===== config.mk =====
export PLATFORM = sky130hd
export DESIGN_NAME = uart_tx_fifo
export DESIGN_NICKNAME = d
export VERILOG_FILES = /design/src/rtl/uart_tx_fifo.sv
export SDC_FILE = /design/constraint.sdc
export NUM_CORES = 1
export LEC_CHECK = 0
export CAP_MARGIN = 15
export CORE_ASPECT_RATIO = 1.4
export CORE_MARGIN = 2
export CORE_UTILIZATION = 28
export CTS_CLUSTER_SIZE = 10
export DETAILED_ROUTE_END_ITERATION = 16
export PLACE_DENSITY = 0.44
export SLEW_MARGIN = 20
export SYNTH_ARGS = -nofsm -noshare
export SYNTH_HDL_FRONTEND = slang
export SYNTH_SLANG_ARGS = --single-unit

===== constraint.sdc =====
create_clock -name clk -period 4.3 [get_ports clk]
set_input_delay 0.86 -clock clk [delete_from_list [all_inputs] [get_ports clk]]
set_output_delay 0.86 -clock clk [all_outputs]
set_load 0.03 [all_outputs]

===== src/rtl/uart_tx_fifo.sv =====
// Buffered UART transmitter: character FIFO feeding a frame serialiser timed by a
// fractional baud accumulator. Define UART_TX_PARITY_EN to insert a parity bit.
module uart_tx_fifo #(
    parameter int SYSCLK_FREQ = 50000000,
    parameter int BAUD_RATE   = 115200,
    parameter int DATA_BITS   = 8,
    parameter int STOP_BITS   = 1,
    parameter int FIFO_DEPTH  = 16,
    parameter int PARITY_ODD  = 0
) (
    input  logic                               clk,
    input  logic                               rst_n,
    input  logic [DATA_BITS-1:0]               wr_data,
    input  logic                               wr_en,
    output logic                               uart_tx,
    output logic                               full,
    output logic                               wr_drop,
    output logic [$clog2(FIFO_DEPTH+1)-1:0]    fifo_count,
    output logic                               busy
);
    localparam int AW = $clog2(SYSCLK_FREQ) + 1;
    localparam int PW = $clog2(FIFO_DEPTH);
    localparam int CW = $clog2(FIFO_DEPTH + 1);
    localparam int BW = 4;

    localparam logic [AW-1:0] ACC_INC   = AW'(BAUD_RATE);
    localparam logic [AW-1:0] ACC_WRAP  = AW'(SYSCLK_FREQ);
    localparam logic [CW-1:0] DEPTH_C   = CW'(FIFO_DEPTH);
    localparam logic [BW-1:0] LAST_DATA = BW'(DATA_BITS - 1);
    localparam logic [BW-1:0] LAST_STOP = BW'(STOP_BITS - 1);

`ifdef UART_TX_PARITY_EN
    typedef enum logic [2:0] {S_IDLE, S_START, S_DATA, S_PARITY, S_STOP} state_t;

    function automatic logic frame_parity(input logic [DATA_BITS-1:0] d);
        frame_parity = (^d) ^ (PARITY_ODD != 0);
    endfunction

    logic parity_q, parity_d;
`else
    typedef enum logic [2:0] {S_IDLE, S_START, S_DATA, S_STOP} state_t;

    logic unused_parity_odd;
    assign unused_parity_odd = ^PARITY_ODD;
`endif

    state_t               state_q, state_d;
    logic [AW-1:0]        acc_q, acc_d;
    logic [BW-1:0]        bit_cnt_q, bit_cnt_d;
    logic [DATA_BITS-1:0] shift_q, shift_d;
    logic                 tx_q, tx_d;
    logic [PW-1:0]        wr_ptr_q, wr_ptr_d;
    logic [PW-1:0]        rd_ptr_q, rd_ptr_d;
    logic [CW-1:0]        count_q, count_d;
    logic                 drop_q, drop_d;
    logic [DATA_BITS-1:0] mem_q [FIFO_DEPTH];

    logic [AW-1:0]        acc_sum;
    logic                 tick;
    logic                 fifo_empty;
    logic                 pop;
    logic                 push;
    logic [DATA_BITS-1:0] rd_data;

    assign acc_sum    = acc_q + ACC_INC;
    assign tick       = (acc_sum >= ACC_WRAP);
    assign fifo_empty = (count_q == '0);
    assign rd_data    = mem_q[rd_ptr_q];

    assign full       = (count_q == DEPTH_C);
    // A full FIFO still takes a write in the same cycle a character leaves it.
    assign push       = wr_en && (!full || pop);

    assign uart_tx    = tx_q;
    assign wr_drop    = drop_q;
    assign fifo_count = count_q;
    assign busy       = (state_q != S_IDLE) || !fifo_empty;

    always_comb begin
        state_d   = state_q;
        bit_cnt_d = bit_cnt_q;
        shift_d   = shift_q;
        tx_d      = tx_q;
        pop       = 1'b0;
        case (state_q)
            S_IDLE: begin
                if (!fifo_empty) begin
                    pop     = 1'b1;
                    tx_d    = 1'b0;
                    state_d = S_START;
                end
            end
            S_START: begin
                if (tick) begin
                    tx_d      = shift_q[0];
                    bit_cnt_d = '0;
                    state_d   = S_DATA;
                end
            end
            S_DATA: begin
                if (tick) begin
                    if (bit_cnt_q == LAST_DATA) begin
`ifdef UART_TX_PARITY_EN
                        tx_d      = parity_q;
                        state_d   = S_PARITY;
`else
                        tx_d      = 1'b1;
                        bit_cnt_d = '0;
                        state_d   = S_STOP;
`endif
                    end else begin
                        shift_d   = shift_q >> 1;
                        tx_d      = shift_q[1];
                        bit_cnt_d = bit_cnt_q + BW'(1);
                    end
                end
            end
`ifdef UART_TX_PARITY_EN
            S_PARITY: begin
                if (tick) begin
                    tx_d      = 1'b1;
                    bit_cnt_d = '0;
                    state_d   = S_STOP;
                end
            end
`endif
            S_STOP: begin
                if (tick) begin
                    if (bit_cnt_q == LAST_STOP) begin
                        // Chain straight into the next start bit to avoid an idle gap.
                        if (!fifo_empty) begin
                            pop     = 1'b1;
                            tx_d    = 1'b0;
                            state_d = S_START;
                        end else begin
                            state_d = S_IDLE;
                        end
                    end else begin
                        bit_cnt_d = bit_cnt_q + BW'(1);
                    end
                end
            end
            default: begin
                tx_d    = 1'b1;
                state_d = S_IDLE;
            end
        endcase
        if (pop) begin
            shift_d = rd_data;
        end
    end

`ifdef UART_TX_PARITY_EN
    always_comb begin
        parity_d = parity_q;
        if (pop) begin
            parity_d = frame_parity(rd_data);
        end
    end
`endif

    always_comb begin
        acc_d = tick ? (acc_sum - ACC_WRAP) : acc_sum;
        if (pop) begin
            acc_d = '0;
        end
    end

    always_comb begin
        wr_ptr_d = wr_ptr_q + PW'(push);
        rd_ptr_d = rd_ptr_q + PW'(pop);
        drop_d   = wr_en && !push;
        case ({push, pop})
            2'b10:   count_d = count_q + CW'(1);
            2'b01:   count_d = count_q - CW'(1);
            default: count_d = count_q;
        endcase
    end

    always_ff @(posedge clk or negedge rst_n) begin
        if (!rst_n) begin
            state_q   <= S_IDLE;
            acc_q     <= '0;
            bit_cnt_q <= '0;
            tx_q      <= 1'b1;
            wr_ptr_q  <= '0;
            rd_ptr_q  <= '0;
            count_q   <= '0;
            drop_q    <= 1'b0;
        end else begin
            state_q   <= state_d;
            acc_q     <= acc_d;
            bit_cnt_q <= bit_cnt_d;
            tx_q      <= tx_d;
            wr_ptr_q  <= wr_ptr_d;
            rd_ptr_q  <= rd_ptr_d;
            count_q   <= count_d;
            drop_q    <= drop_d;
        end
    end

    // Datapath storage carries no reset; the control state decides when it is valid.
    always_ff @(posedge clk) begin
        shift_q <= shift_d;
`ifdef UART_TX_PARITY_EN
        parity_q <= parity_d;
`endif
        if (push) begin
            mem_q[wr_ptr_q] <= wr_data;
        end
    end

endmodule


==> impl_metrics.toml, run 1 <==
[die]
num_rows = 74
die_area_mm2 = 0.0311
dieWidth_um = 150
die_height_um = 208
io_pins = 20
initial_core_util_pct = 28.5
core-area_mm2 = 0.0292

[logic_synthesis]
async_flop_share_pct = 23.2
syn_area_mm2 = 0.00831
synth_edf_count = 136
avgSynthCellArea_um2 = 14.3
synthesis.nets = 610
synthCells = 583
yosysWarnings = 0
ys_seq_elements = 177
ys_types = 74
ys.flop_type = "edfxtp_1"
ys_seq_area_share_pct = 61.5

[clock_tree]
clock-sinks = 177
cts_tree = "yes"
cts_max_path_buffers = 2
htree_levels = 4
clock-root-buffer = "clkbuf_16"
cts_resized = 0
clock_latency_ps = 430
hold_buffers = 0
path_clk_slew_ps = 70
numCtsBuffers = 17
postCtsSetupRepairBufs = 0

[finish]
n_antenna_cell = 0
drive_above_1_share_pct = 18.3
finish.utilization_pct = 32.8
stdcell_area_mm2 = 0.00957
nets = 643
finalNonFillerCells = 1009
area_delta_synth_final_pct = 15.1

[drt]
first_iter_violations = 255
ant_nets = 0
post_drt_wl_per_cell_um = 18.2
routed_wirelength_mm = 18.4
dr.pass1.iters = 4
vias = 4887
viasPerCell = 4.84
drc = 0

[placement]
place_area_mm2 = 0.00901
place.gp.congestion = 0.826
portBuffers = 19
dp.cells = 977
dp_hpwl_mm = 12.8

[min_path]
hold_path_class = "primary input to asynchronous set/reset pin"

[power_and_ir_drop]
pwr-share-clk_pct = 23.9
p_int_mw = 3.90
p_switching_mw = 2.24
power_frac_seq_pct = 42.1
power_frac_comb_pct = 34.0
p_leak_nw = 3.28
powerDensity_mw_per_mm2 = 642
ir_drop_uv = 236
p_sw_share_pct = 36.4

[worst_setup_path]
worstRegToRegCells = 15
r2r_start = "acc_q[9]"
slowest_stage = "or4bb_1"
path_buf_inv = 0
regToRegEndpoint = "fifo_count[4]"
critPathMostFrequentCell = "ha_1"
crit_path_end_kind = "flop"
cpPeakStageDelay_ps = 530
setup.worst_path.start_class = "flop"
crit_arrival_ps = 4230
crit_family = "simple AND/OR/NAND/NOR gates"
cp_max_fo = 10
required_ps = 4610
crit_start = "acc_q[9]"
worst-setup-path-type = "flop to flop"
reg2reg_slack_ps = 380
crit_chain = "ha_1, nand4_2, nand2_1, or4bb_1, a21boi_0, a222oi_1, a21oi_2, o21ai_4, nor2_1, ha_1, a21o_1, a21oi_1, nor2b_1, mux2i_1, xnor2_1"

[global_routing]
grt_use_total_pct = 12.5
overflow = 0
grt_pass1_wl_mm = 29.5
grt_pass1_vias = 5150
antenna_found_initial = 0
grt_max_degree = 42

[timing]
slew_violations = 0
setup_viol = 0
rsz0062_at_grt = "no"
min_period_over_period_pct = 91.3
finClkSkew_ps = 10.3
tns_ps = 0
relSlewSlack_pct = 42.4
tightest_slew_ps = 864
max_freq_mhz = 255
timing.final.crit_period_ps = 3920
hold_viol = 0
holdWs_ps = 418

[run]
drv_cap = 0

[outcome]
status = "complete, no violations"
[metal layers]
layer  vias up  global-route usage [%]  routed length (um)
met2        66                    22.4                9880
li1       2294                       -                   -
met1      2511                    15.0                7830
met5         -                       0                   0
met4         0                    4.04                 237
met3        16                    2.18                 447
[per-stage QoR]
step	setup slack (ps)	total power, mW
after floorplan	405	4.09
after global placement	472	4.71
after global routing	70.7	6.52
final	376	6.14
after detailed placement	413	4.73
after CTS	378	6.23
[synth_stat cells (9+ instances only)]
master,instances,area (um2)
dfrtp_1,40,1000
o21ai_0,19,95.1
mux4_2,40,901
nor3_1,16,80.1
a21oi_1,15,75.1
nor2_1,42,158
buf_2,10,50.1
inv_1,12,45.0
clkbuf_1,10,37.5
nand2_1,55,206
xor2_1,13,114
xnor2_1,24,210
nand3_1,9,45.0
edfxtp_1,136,4080
ha_1,15,188
[layout make-up]
class | instances | area [um2]
Timing Repair Buffer | 44 | 375
Sequential cell | 177 | 5110
Tap cell | 380 | 475
Fill cell | 2837 | 19600
Multi-Input combinational cell | 363 | 3000
Clock buffer | 19 | 433
Inverter | 13 | 48.8
Clock inverter | 13 | 116
[logic make-up after synthesis]
family                     share of synthesized area, %
adders and majority gates                          2.50
xor gates and xnor gates                           4.10
AOI/OAI and AO/OA                                  7.11
DFF                                                61.5
muxes                                              11.8
buffers and inverters                              2.36
and+or+nand+nor                                    10.6
[flip-flops by register name, summed over array words and instances, names as in the netlist]
name and cells:
acc_q 20, bit_cnt_q 4, fifo_count 5, mem_q 128
rd_ptr_q 4, shift_q 8, state_q 2, uart_tx 1
wr_drop 1, wr_ptr_q 4
[worst max-delay path by stage]
stage                          endpoint  slack [ps]  cells past startpoint
final                     fifo_count[4]         380                     15
after global routing      fifo_count[4]          70                     15
after CTS                 fifo_count[4]         380                     15
after detailed placement  fifo_count[4]         410                     15
after global placement    fifo_count[4]         470                     15
after floorplan           fifo_count[4]         410                     17
[cells in the final DEF (no fill, tap or decap), drive strengths merged, types with 4 or more instances in the layout]
cell	netlist	final
edfxtp	136	136
nand2	55	55
nor2	43	43
mux4	40	40
dfrtp	40	40
buf	20	26
xnor2	25	25
o21ai	25	25
inv	13	22
clkbuf	10	19
clkdlybuf4s50	0	18
nor3	17	17
a21oi	17	17
ha	15	15
xor2	13	13
nand3	10	10
nor4	7	7
mux2i	6	6
nor2b	6	6
nand4	6	6
and2	5	5
a22o	5	5
nand2b	5	5
and3	4	4
nand3b	4	4
a21o	4	4
[power by group through the flow]
| stage | registers, mW | clock network, mW | logic [mW] |
|---|---|---|---|
| 5_1_grt | 2.65 | 1.58 | 2.29 |
| 3_5_place_dp | 2.63 | 0 | 2.10 |
| 6_report | 2.59 | 1.47 | 2.09 |
| 2_1_floorplan | 2.37 | 0 | 1.72 |
| 4_1_cts | 2.59 | 1.52 | 2.11 |
| 3_3_place_gp | 2.62 | 0 | 2.09 |
(Power assumes the default switching activity.)
==> run 2, diff against run 1 <==
--- a/config.mk
+++ b/config.mk
@@ -12,6 +12,7 @@
 export CTS_CLUSTER_SIZE = 10
 export DETAILED_ROUTE_END_ITERATION = 16
 export PLACE_DENSITY = 0.44
+export SETUP_SLACK_MARGIN = 0.3
 export SLEW_MARGIN = 20
 export SYNTH_ARGS = -nofsm -noshare
 export SYNTH_HDL_FRONTEND = slang
==> impl_metrics.toml, run 2 (synthesized netlist as in run 1, its figures left out) <==
[worst_setup_path]
required_ps = 4430
setup.worst_path.start_class = "flop"
cp_max_fo = 15
crit_path_end_kind = "flop"
worst-setup-path-type = "flop to flop"
crit_arrival_ps = 3890

[timing]
min_period_over_period_pct = 87.5
tightest_slew_ps = 864
rsz0062_at_grt = "yes"
finalWorstSetupSlack_ps = 539
relSlewSlack_pct = 42.4
tns_ps = 0
max_freq_mhz = 266
holdWs_ps = 416
finClkSkew_ps = 11.1
setup_viol = 0
timing.final.crit_period_ps = 3760
hold_viol = 0
slew_violations = 0

[drt]
first_iter_violations = 227
post_drt_wl_per_cell_um = 18.1
ant_nets = 0
routed_wirelength_mm = 18.3
dr.pass1.iters = 4
drc = 0
vias = 4912
viasPerCell = 4.86

[global_routing]
grt_max_degree = 42
grt_pass1_wl_mm = 29.5
grt_use_total_pct = 12.5
grt_pass1_vias = 5150
overflow = 0
antenna_found_initial = 0

[clock_tree]
hold_buffers = 0
numCtsBuffers = 17
clock-sinks = 177
htree_levels = 4
clock_latency_ps = 430
cts_tree = "yes"
clock-root-buffer = "clkbuf_16"
path_clk_slew_ps = 70
cts_max_path_buffers = 2

[finish]
top_regs = "mem_q: 128 flops, acc_q: 20 flops, shift_q: 8 flops"
mostFrequentLayoutCells = "136 x edfxtp_1, 55 x nand2_1, 41 x nor2_1"
fill_cells = 2837
n_antenna_cell = 0
drive_above_1_share_pct = 19.2
area_delta_synth_final_pct = 15.5
nets = 645
finish.utilization_pct = 32.9
stdcell_area_mm2 = 0.00960
finalNonFillerCells = 1011
layout_commonest_cell = "edfxtp_1"
largest-register = "mem_q"
largest_reg_flops = 128

[placement]
place_area_mm2 = 0.00901
place.gp.congestion = 0.826
dp.cells = 977
portBuffers = 19
pre_cts_slack_ps = 413
dp_hpwl_mm = 12.8

[min_path]
hold_path_class = "primary input to asynchronous set/reset pin"

[power_and_ir_drop]
p_switching_mw = 2.24
p_leak_nw = 3.29
total_power_mw = 6.16
power_frac_seq_pct = 42.0
pwr-share-clk_pct = 23.7
powerDensity_mw_per_mm2 = 642
p_sw_share_pct = 36.3
p_int_mw = 3.92
ir_drop_uv = 236
power_frac_comb_pct = 34.3

[run]
drv_cap = 0

[die]
initial_core_util_pct = 28.5
dieWidth_um = 150
die_height_um = 208
io_pins = 20
die_area_mm2 = 0.0311
core-area_mm2 = 0.0292
num_rows = 74

[outcome]
status = "complete, no violations"
## run 2: timing repair
action                     CTS  global route
resized for setup            0             6
buffers inserted             0             2
setup endpoints to repair    0           102
## run 2: worst max-delay path: stages, from the launching register on
cell and delay, ps:
dfrtp_1 460, ha_2 290, nand4_2 220, nand2_1 220, or4bb_1 530, a21boi_0 260
a222oi_1 140, a21oi_2 210, o21ai_4 80, buf_4 210, inv_4 180, o211ai_1 140
buf_4 170, nor2_1 120, buf_4 220
## run 2: worst paths after layout
kind / startpoint / endpoint / slack (ps) / cells after the start
setup / recovery: acc_q[9] / mem_q[10][6] / 540 / 14
hold / removal: rst_n / acc_q[14] / 420 / 1
setup reg to reg: acc_q[9] / mem_q[10][6] / 540 / 14
hold reg to reg: shift_q[6] / shift_q[5] / 530 / 2
max in group asynchronous: rst_n / rd_ptr_q[2] / 3450 / 1
min in group clk: shift_q[6] / shift_q[5] / 530 / 2
## run 2: final cells by class
cell class              instances  area, um2  area share (%)
multi-input cells             363       3020            31.4
clock inverters                13        116            1.21
clock buffers                  19        433            4.51
inverters                      13       51.3           0.535
flip-flops and latches        177       5110            53.3
repair buffers                 46        390            4.07
well taps                     380        475            4.95
## run 2: routing by layer
| metal | track usage (%) | part of all wire, % | vias up |
|---|---|---|---|
| met5 | 0 | 0 | - |
| met4 | 4.04 | 1.3 | 0 |
| met3 | 2.18 | 2.3 | 14 |
| met2 | 22.4 | 54 | 86 |
| met1 | 15.0 | 42 | 2520 |
| li1 | - | - | 2292 |
## run 2: power groups by stage
stage	logic, mW	registers [mW]	clock network [mW]
2_1_floorplan	1.72	2.37	0
3_5_place_dp	2.10	2.63	0
6_report	2.12	2.59	1.46
4_1_cts	2.11	2.59	1.52
5_1_grt	2.33	2.65	1.58
3_3_place_gp	2.09	2.62	0
